===== src/rtl/vclk_mode_seq.sv =====
// ============================================================================
// Module   : vclk_mode_seq
// Brief    : Glitch-free video clock source switch sequencer (28.63636MHz / PLL 25.175MHz).
// Revision : 1.0 - initial release
// ============================================================================
`default_nettype none

module vclk_mode_seq #(
   parameter int PRE_CYCLES   = 16,
   parameter int POST_CYCLES  = 64,
   parameter int LOCK_TIMEOUT = 1048575,
   parameter int VBL_TIMEOUT  = 600000
) (
   input  logic clk,
   input  logic reset,
   input  logic mode_req,
   input  logic vblank,
   input  logic pll_locked,
   input  logic err_clr,
   output logic video_mode,
   output logic video_rst,
   output logic busy,
   output logic lock_err
);

   localparam logic [19:0] c_cnt_max   = 20'hFFFFF;
   localparam logic [19:0] c_pre_last  = 20'(PRE_CYCLES - 1);
   localparam logic [19:0] c_post_last = 20'(POST_CYCLES - 1);
   localparam logic [19:0] c_lock_last = 20'(LOCK_TIMEOUT - 1);
   localparam logic [19:0] c_vbl_last  = 20'(VBL_TIMEOUT - 1);
   localparam logic [19:0] c_lock_min  = 20'd3;

   typedef enum logic [2:0] {
      S_IDLE      = 3'd0,
      S_WAIT_VBL  = 3'd1,
      S_PRE       = 3'd2,
      S_WAIT_LOCK = 3'd3,
      S_SETTLE    = 3'd4
   } state_t;

   state_t      r_state, w_state_nx;
   logic [19:0] r_cnt, w_cnt_nx;
   logic        r_video_mode, w_video_mode_nx;
   logic        r_video_rst, w_video_rst_nx;
   logic        r_lock_err, w_lock_err_nx;
   logic        r_tgt, w_tgt_nx;

   logic        r_vbl_m, r_vblank_s, r_vblank_s_d;
   logic        r_lock_m, r_lock_s;
   logic        w_vbl_rise;
   logic        w_eff_req;

   // Two-flop synchronisers for the vclk-domain vblank and the async PLL lock
   always_ff @(posedge clk) begin
      if (reset) begin
         r_vbl_m      <= 1'b0;
         r_vblank_s   <= 1'b0;
         r_vblank_s_d <= 1'b0;
         r_lock_m     <= 1'b0;
         r_lock_s     <= 1'b0;
      end else begin
         r_vbl_m      <= vblank;
         r_vblank_s   <= r_vbl_m;
         r_vblank_s_d <= r_vblank_s;
         r_lock_m     <= pll_locked;
         r_lock_s     <= r_lock_m;
      end
   end

   assign w_vbl_rise = r_vblank_s & ~r_vblank_s_d;
   assign w_eff_req  = mode_req & ~r_lock_err;

   always_ff @(posedge clk) begin
      if (reset) begin
         r_state      <= S_SETTLE;
         r_cnt        <= 20'd0;
         r_video_mode <= 1'b0;
         r_video_rst  <= 1'b1;
         r_lock_err   <= 1'b0;
         r_tgt        <= 1'b0;
      end else begin
         r_state      <= w_state_nx;
         r_cnt        <= w_cnt_nx;
         r_video_mode <= w_video_mode_nx;
         r_video_rst  <= w_video_rst_nx;
         r_lock_err   <= w_lock_err_nx;
         r_tgt        <= w_tgt_nx;
      end
   end

   always_comb begin
      w_state_nx      = r_state;
      w_cnt_nx        = (r_cnt == c_cnt_max) ? r_cnt : r_cnt + 20'd1;
      w_video_mode_nx = r_video_mode;
      w_video_rst_nx  = r_video_rst;
      w_tgt_nx        = r_tgt;
      w_lock_err_nx   = err_clr ? 1'b0 : r_lock_err;

      case (r_state)
         S_IDLE: begin
            if (w_eff_req != r_video_mode) begin
               w_tgt_nx   = w_eff_req;
               w_cnt_nx   = 20'd0;
               w_state_nx = S_WAIT_VBL;
            end
         end
         S_WAIT_VBL: begin
            // A withdrawn request leaves without ever touching video_rst
            if (w_eff_req == r_video_mode) begin
               w_state_nx = S_IDLE;
            end else if (w_vbl_rise || (r_cnt == c_vbl_last)) begin
               w_video_rst_nx = 1'b1;
               w_cnt_nx       = 20'd0;
               w_state_nx     = S_PRE;
            end
         end
         S_PRE: begin
            if (r_cnt == c_pre_last) begin
               w_video_mode_nx = r_tgt;
               w_cnt_nx        = 20'd0;
               w_state_nx      = r_tgt ? S_WAIT_LOCK : S_SETTLE;
            end
         end
         S_WAIT_LOCK: begin
            // Minimum dwell lets the lock synchroniser flush stale samples
            if ((r_cnt >= c_lock_min) && r_lock_s) begin
               w_cnt_nx   = 20'd0;
               w_state_nx = S_SETTLE;
            end else if (r_cnt == c_lock_last) begin
               w_video_mode_nx = 1'b0;
               w_lock_err_nx   = 1'b1;
               w_cnt_nx        = 20'd0;
               w_state_nx      = S_SETTLE;
            end
         end
         S_SETTLE: begin
            if (r_cnt == c_post_last) begin
               w_video_rst_nx = 1'b0;
               w_state_nx     = S_IDLE;
            end
         end
         default: begin
            w_state_nx = S_SETTLE;
            w_cnt_nx   = 20'd0;
         end
      endcase
   end

   assign video_mode = r_video_mode;
   assign video_rst  = r_video_rst;
   assign lock_err   = r_lock_err;
   assign busy       = (r_state != S_IDLE);

endmodule

`default_nettype wire

===== config.mk =====
export PLATFORM = sky130hd
export DESIGN_NAME = vclk_mode_seq
export DESIGN_NICKNAME = d
export VERILOG_FILES = /design/src/rtl/vclk_mode_seq.sv
export SDC_FILE = /design/constraint.sdc
export NUM_CORES = 1
export LEC_CHECK = 0
export BUFFER_PORTS_ARGS = -buffer_cell sky130_fd_sc_hd__buf_2
export CAP_MARGIN = 10
export CORE_MARGIN = 3
export CORE_UTILIZATION = 60
export CTS_BUF_LIST = sky130_fd_sc_hd__clkbuf_2
export DETAILED_ROUTE_END_ITERATION = 10
export GPL_TIMING_DRIVEN = 1
export HOLD_SLACK_MARGIN = 0.05
export PLACE_DENSITY = 0.79
export SLEW_MARGIN = 20
export SYNTH_ARGS = -nofsm -noshare
export SYNTH_HDL_FRONTEND = slang
export SYNTH_SLANG_ARGS = --single-unit

===== constraint.sdc =====
create_clock -name clk -period 2.95 [get_ports clk]
set_input_delay 0.1475 -clock clk [delete_from_list [all_inputs] [get_ports clk]]
set_output_delay 0.1475 -clock clk [all_outputs]
set_load 0.005 [all_outputs]

**After elaboration in Yosys (flattened, before gate mapping)**

Index checks and enable logic that the tools add are counted.

- $add $sub $neg: 1
- Order comparisons: 1
- Equality and inequality tests: 20
- Mux-type cells: 29
- Bitwise gates (word level): 4
- Reductions and logical operators: 10

Operator list:

| cell | count |
|---|---|
| $mux 20 | 7 |
| $pmux 20 s5 | 1 |
| $eq 20x20->1 const B | 3 |
| $mux 3 | 8 |
| $add 20x1->20 const B | 1 |
| $eq 20x4->1 const B | 1 |
| $eq 20x6->1 const B | 1 |
| $ge 20x2->1 const B | 1 |
| $pmux 3 s5 | 1 |
| $ne 2x2->1 const B | 7 |
| $mux 1 | 10 |
| $reduce_and 4->1 | 2 |
| $eq 3x2->1 const B | 2 |
| $ne 3x3->1 const B | 2 |
| $reduce_and 5->1 | 1 |
| $pmux 1 s2 | 2 |
| $reduce_bool 2->1 | 2 |
| $eq 3x1->1 const B | 1 |
| $eq 3x3->1 const B | 1 |
| $logic_not 3->1 | 1 |
| $reduce_bool 3->1 | 1 |
| $and 1x1->1 | 2 |
| $not 1->1 | 2 |
| $reduce_and 2->1 | 1 |
| 4 further kinds | 4 |

- Flip-flop bits (word level): 32
- Input bits: 6
- Output and inout port bits: 4
- Word-level logic and storage cells: 76

**Depth between registers and ports, before layout**

- Depth in word-level cells: 6
- Mapped depth: 8
- Mapped depth without buffers: 7

**Worst setup path before layout**

No wires, ideal clock.

- Kind: flip-flop to flip-flop
- Start: reg r_cnt[0]
- End: reg r_state[1]
- Setup time: 0.086 ns
- Data arrival time: 2.114 ns
- Data required time: 2.864 ns
- Path slack: 0.750 ns
- Cell stages (with the launch flop): 8
- Clock period less this slack: 2.200 ns
- Path through: dfxtp_1 > ha_1 > clkbuf_1 > nor4_1 > a31o_1 > a221o_1 > or3_4 > a221oi_2

- Word-level cells in the longest chain between the ends: 4
- Elaborated cells between the ends (all ways): 14
- Classes of those cells: 1 x order compare; 8 x eq/ne; 2 x mux; 3 x reduce/logical

RTL lines:

| item | RTL line | text |
|---|---|---|
| from (decl) | 42 | `logic [19:0] r_cnt, w_cnt_nx;` |
| from (signal assigned) | 83 | `r_cnt <= w_cnt_nx;` |
| $ge 20x2->1 / $eq 20x20->1 (equally long branches) | 126, 111 |  |
| $logic_and 1x1->1 / $logic_or 1x1->1 (equally long branches) | 126, 111 |  |
| $ne 3x3->1 (no line) / $mux 3 (equally long branches) | n/a |  |
| $reduce_and 5->1 (no line) / $pmux 3 s5 (equally long branches) | n/a |  |
| to (signal assigned) | 82 | `r_state <= w_state_nx;` |
| to (decl) | 41 | `state_t r_state, w_state_nx;` |

Parallel ways exist; a longest one is shown, timed or not.
A chain may end at the register's enable or synchronous reset.

**Worst setup path in the final report**

Same ends and word-level chain as after synthesis.

==> impl_metrics.ini <==
[floorplanning]
dieArea_sq_um = 3420
die_w_microns = 58.4
io_pins = 10
die_y_microns = 58.4
core_area_sq_um = 2540
rows = 18
start_util = 0.648

[timing]
slew_violations = 0
whs_ps = 234
tightest_slew_ps = 552
final.setup.worst_slack_ps = 513
skew_ps = 32.8
fmax_mhz = 410
setup_viol = 0
rsz0062_at_grt = no
hold_viol = 0
fin_crit_sh = 0.826
min_period_ps = 2440
tns_ps = 0
slew_headroom = 0.630

[clocking]
cts-root-buf = clkbuf_2
insertion_delay_ps = 390
cts_sinks = 32
cts_tree = yes
path_clk_slew_ps = 180
clockBufferDepth = 2
cts_inserted_buffers = 5
htreeDepth = 2

[min_path]
min_to = r_tgt
hold_depth = 4
hp-class = in2reg
min_from = mode_req

[pwr]
power_density_nw_per_um2 = 553
irDropWorstVdd_mv = 0.521
p_leak_nw = 0.658

[placement]
dp_hpwl_mm = 2.42
port_buffers = 9
globalplace.congestion = 0.782
place_area_sq_um = 1690
dp_slack_ps = 530

[yosys]
synth_mux_area_frac = 0.0121
ys_seq_area_frac = 0.388
synth_top_area_share = 0.388
synth_seq_cells = 32
synth-compound-area-share = 0.135
synthDistinctLibCells = 43
yosys.area_share.simple = 0.328
synth_top_family_by_area = simple AND/OR/NAND/NOR gates
synth_top_area_cell = dfxtp_1
synth_xor_area_frac = 0.0743
synth.avg_cell_area_sq_um = 8.42
netlist_area_sq_um = 1650
synth_fa_ha_area_frac = 0.0152
synth_area_leaders = dfxtp_1 (39%), nor2_1 (6.1%), nand3_1 (5.2%)
synth_cells = 196
ys_warn_count = 0
synth_nets = 204

[setup_path]
critPathLaunchType = flip-flop
endpoint_kind = flip-flop
path_cells = ha_1 > and3_1 > and3_2 > a21oi_1 > a221o_1 > or3_4 > a221oi_2
reg2reg_slack_ps = 510
worstPathArrival_ps = 2750
path_max_fanout = 11
worst-r2r-cell-count = 7
cpMaxStageDelayCell = dfxtp_1
cp_slowest_stage_delay_ps = 470
reg2reg_to = r_state[1]
timing.rr.start = r_cnt[0]
path_class = reg2reg
worstPathRequired_ps = 3270

[drt]
vias_per_cell = 6.13
ant_nets = 0
remaining_drc_errors = 0
wl_met3_microns = 159
dr.max_layer_used = met4
num_vias = 1460
drtPass1Iterations = 4
wl_met2_mm = 1.58
drt-met1-wl_mm = 1.60
wl_per_cell_microns = 14.4
routed_wl_mm = 3.43
drtIter0Drc = 89

[flow_run]
cap_violations = 0

[global_routing]
overflow = 0
grt_pass1_wl_mm = 5.80
antenna_found_initial = 0
grt_pass1_vias = 1340
grt_max_degree = 21
grt.total_usage = 0.224

[final_layout]
final_cell_mix = dfxtp_1 (32), nor2_1 (27), nand3_1 (17)
multiInputGateArea_sq_um = 932
final_area_sq_um = 1760
layout_commonest_cell = dfxtp_1
utilization = 0.692
diodes = 0
nets = 216
register_area_sq_um = 641
drive_gt1_frac = 0.130
fillers = 234
area_growth_pct = 6.75

[outcome]
status = finished clean
## kinds of logic after synthesis
family,Yosys count
AO/OA/AOI/OAI,34
XOR/XNOR,14
adder cells (fa/ha/maj),2
buffers and inverters,16
flip-flops,32
multiplexers,2
AND/OR/NAND/NOR,96
## cell usage after synthesis
cell type,instances
nor2b_1,7
or3_1,1
ha_1,2
clkbuf_1,3
a221oi_1,1
nor2_4,1
o21ai_0,8
a211o_1,1
dfxtp_1,32
xnor2_1,5
nand4_1,9
a21oi_1,10
xor2_1,9
nand2b_1,1
nor3_1,2
a211oi_1,4
a221o_1,1
a31oi_1,4
or2_2,1
nand3b_1,1
a31o_1,1
and3_1,8
nor2_1,27
a32o_1,1
nor3_2,1
nand3_1,17
buf_4,4
inv_1,7
buf_2,2
nor2_2,1
and2_2,1
nand3_2,1
and4_4,1
or3_4,1
nor4b_4,1
nor4_1,3
o211ai_1,1
and4_1,2
nand2_1,7
mux2i_1,2
a221oi_2,1
and3_2,2
a311oi_1,1
## state kept, by name, summed over array words and instances, names as in the netlist
signal and count:
lock_err 1, r_cnt 20, r_lock_m 1, r_lock_s 1, r_state 3, r_tgt 1
r_vbl_m 1, r_vblank_s 1, r_vblank_s_d 1, video_mode 1, video_rst 1
## worst max-delay path: cells and delay by family, from the launching register on
family	cells	cell delay [ps]
AO/OA/AOI/OAI	3	650
adder cells (fa/ha/maj)	1	370
flip-flops	1	470
AND/OR/NAND/NOR	3	900
## what timing repair did
action | 4_1_cts | 5_1_grt
resized for setup | 0 | 0
hold endpoints to repair | 6 | 0
hold buffers | 4 | 0
buffers inserted | 0 | 0
## worst max path at each step
stage	start	slack, ps	to	depth (start not counted)
after floorplan	r_cnt[0]	750	r_state[1]	7
after global routing	r_cnt[0]	290	r_state[1]	7
after detailed placement	r_cnt[0]	530	r_state[1]	7
final	r_cnt[0]	510	r_state[1]	7
after global placement	r_cnt[0]	620	r_state[1]	7
after CTS	r_cnt[0]	510	r_state[1]	7
## area by class of cell
type,count,area share
Sequential cell,32,0.364
Timing Repair Buffer,14,0.0526
Clock inverter,2,0.00426
Tap cell,30,0.0213
Inverter,7,0.0149
Clock buffer,5,0.0142
Multi-Input combinational cell,148,0.529
## where the power goes
part           total (mW)  switching (mW)  internal (mW)  leakage (nW)
logic               0.247           0.139          0.108         0.375
registers           0.530          0.0617          0.469         0.260
clock network       0.196           0.147         0.0488        0.0239
total               0.974           0.348          0.626         0.658
## layer usage
metal / track usage / up-vias
met2: 0.335 / 41
met4: 0.113 / 0
met1: 0.285 / 678
met3: 0.0768 / 14
li1: - / 727
met5: 0 / -
## through the flow
stage          power, mW  std cells
2_1_floorplan      0.727        196
3_3_place_gp       0.759        227
6_report           0.974        238
3_5_place_dp       0.774        227
5_1_grt             1.03        238
4_1_cts            0.971        238
Note: power is estimated with default switching activity, not from simulation.
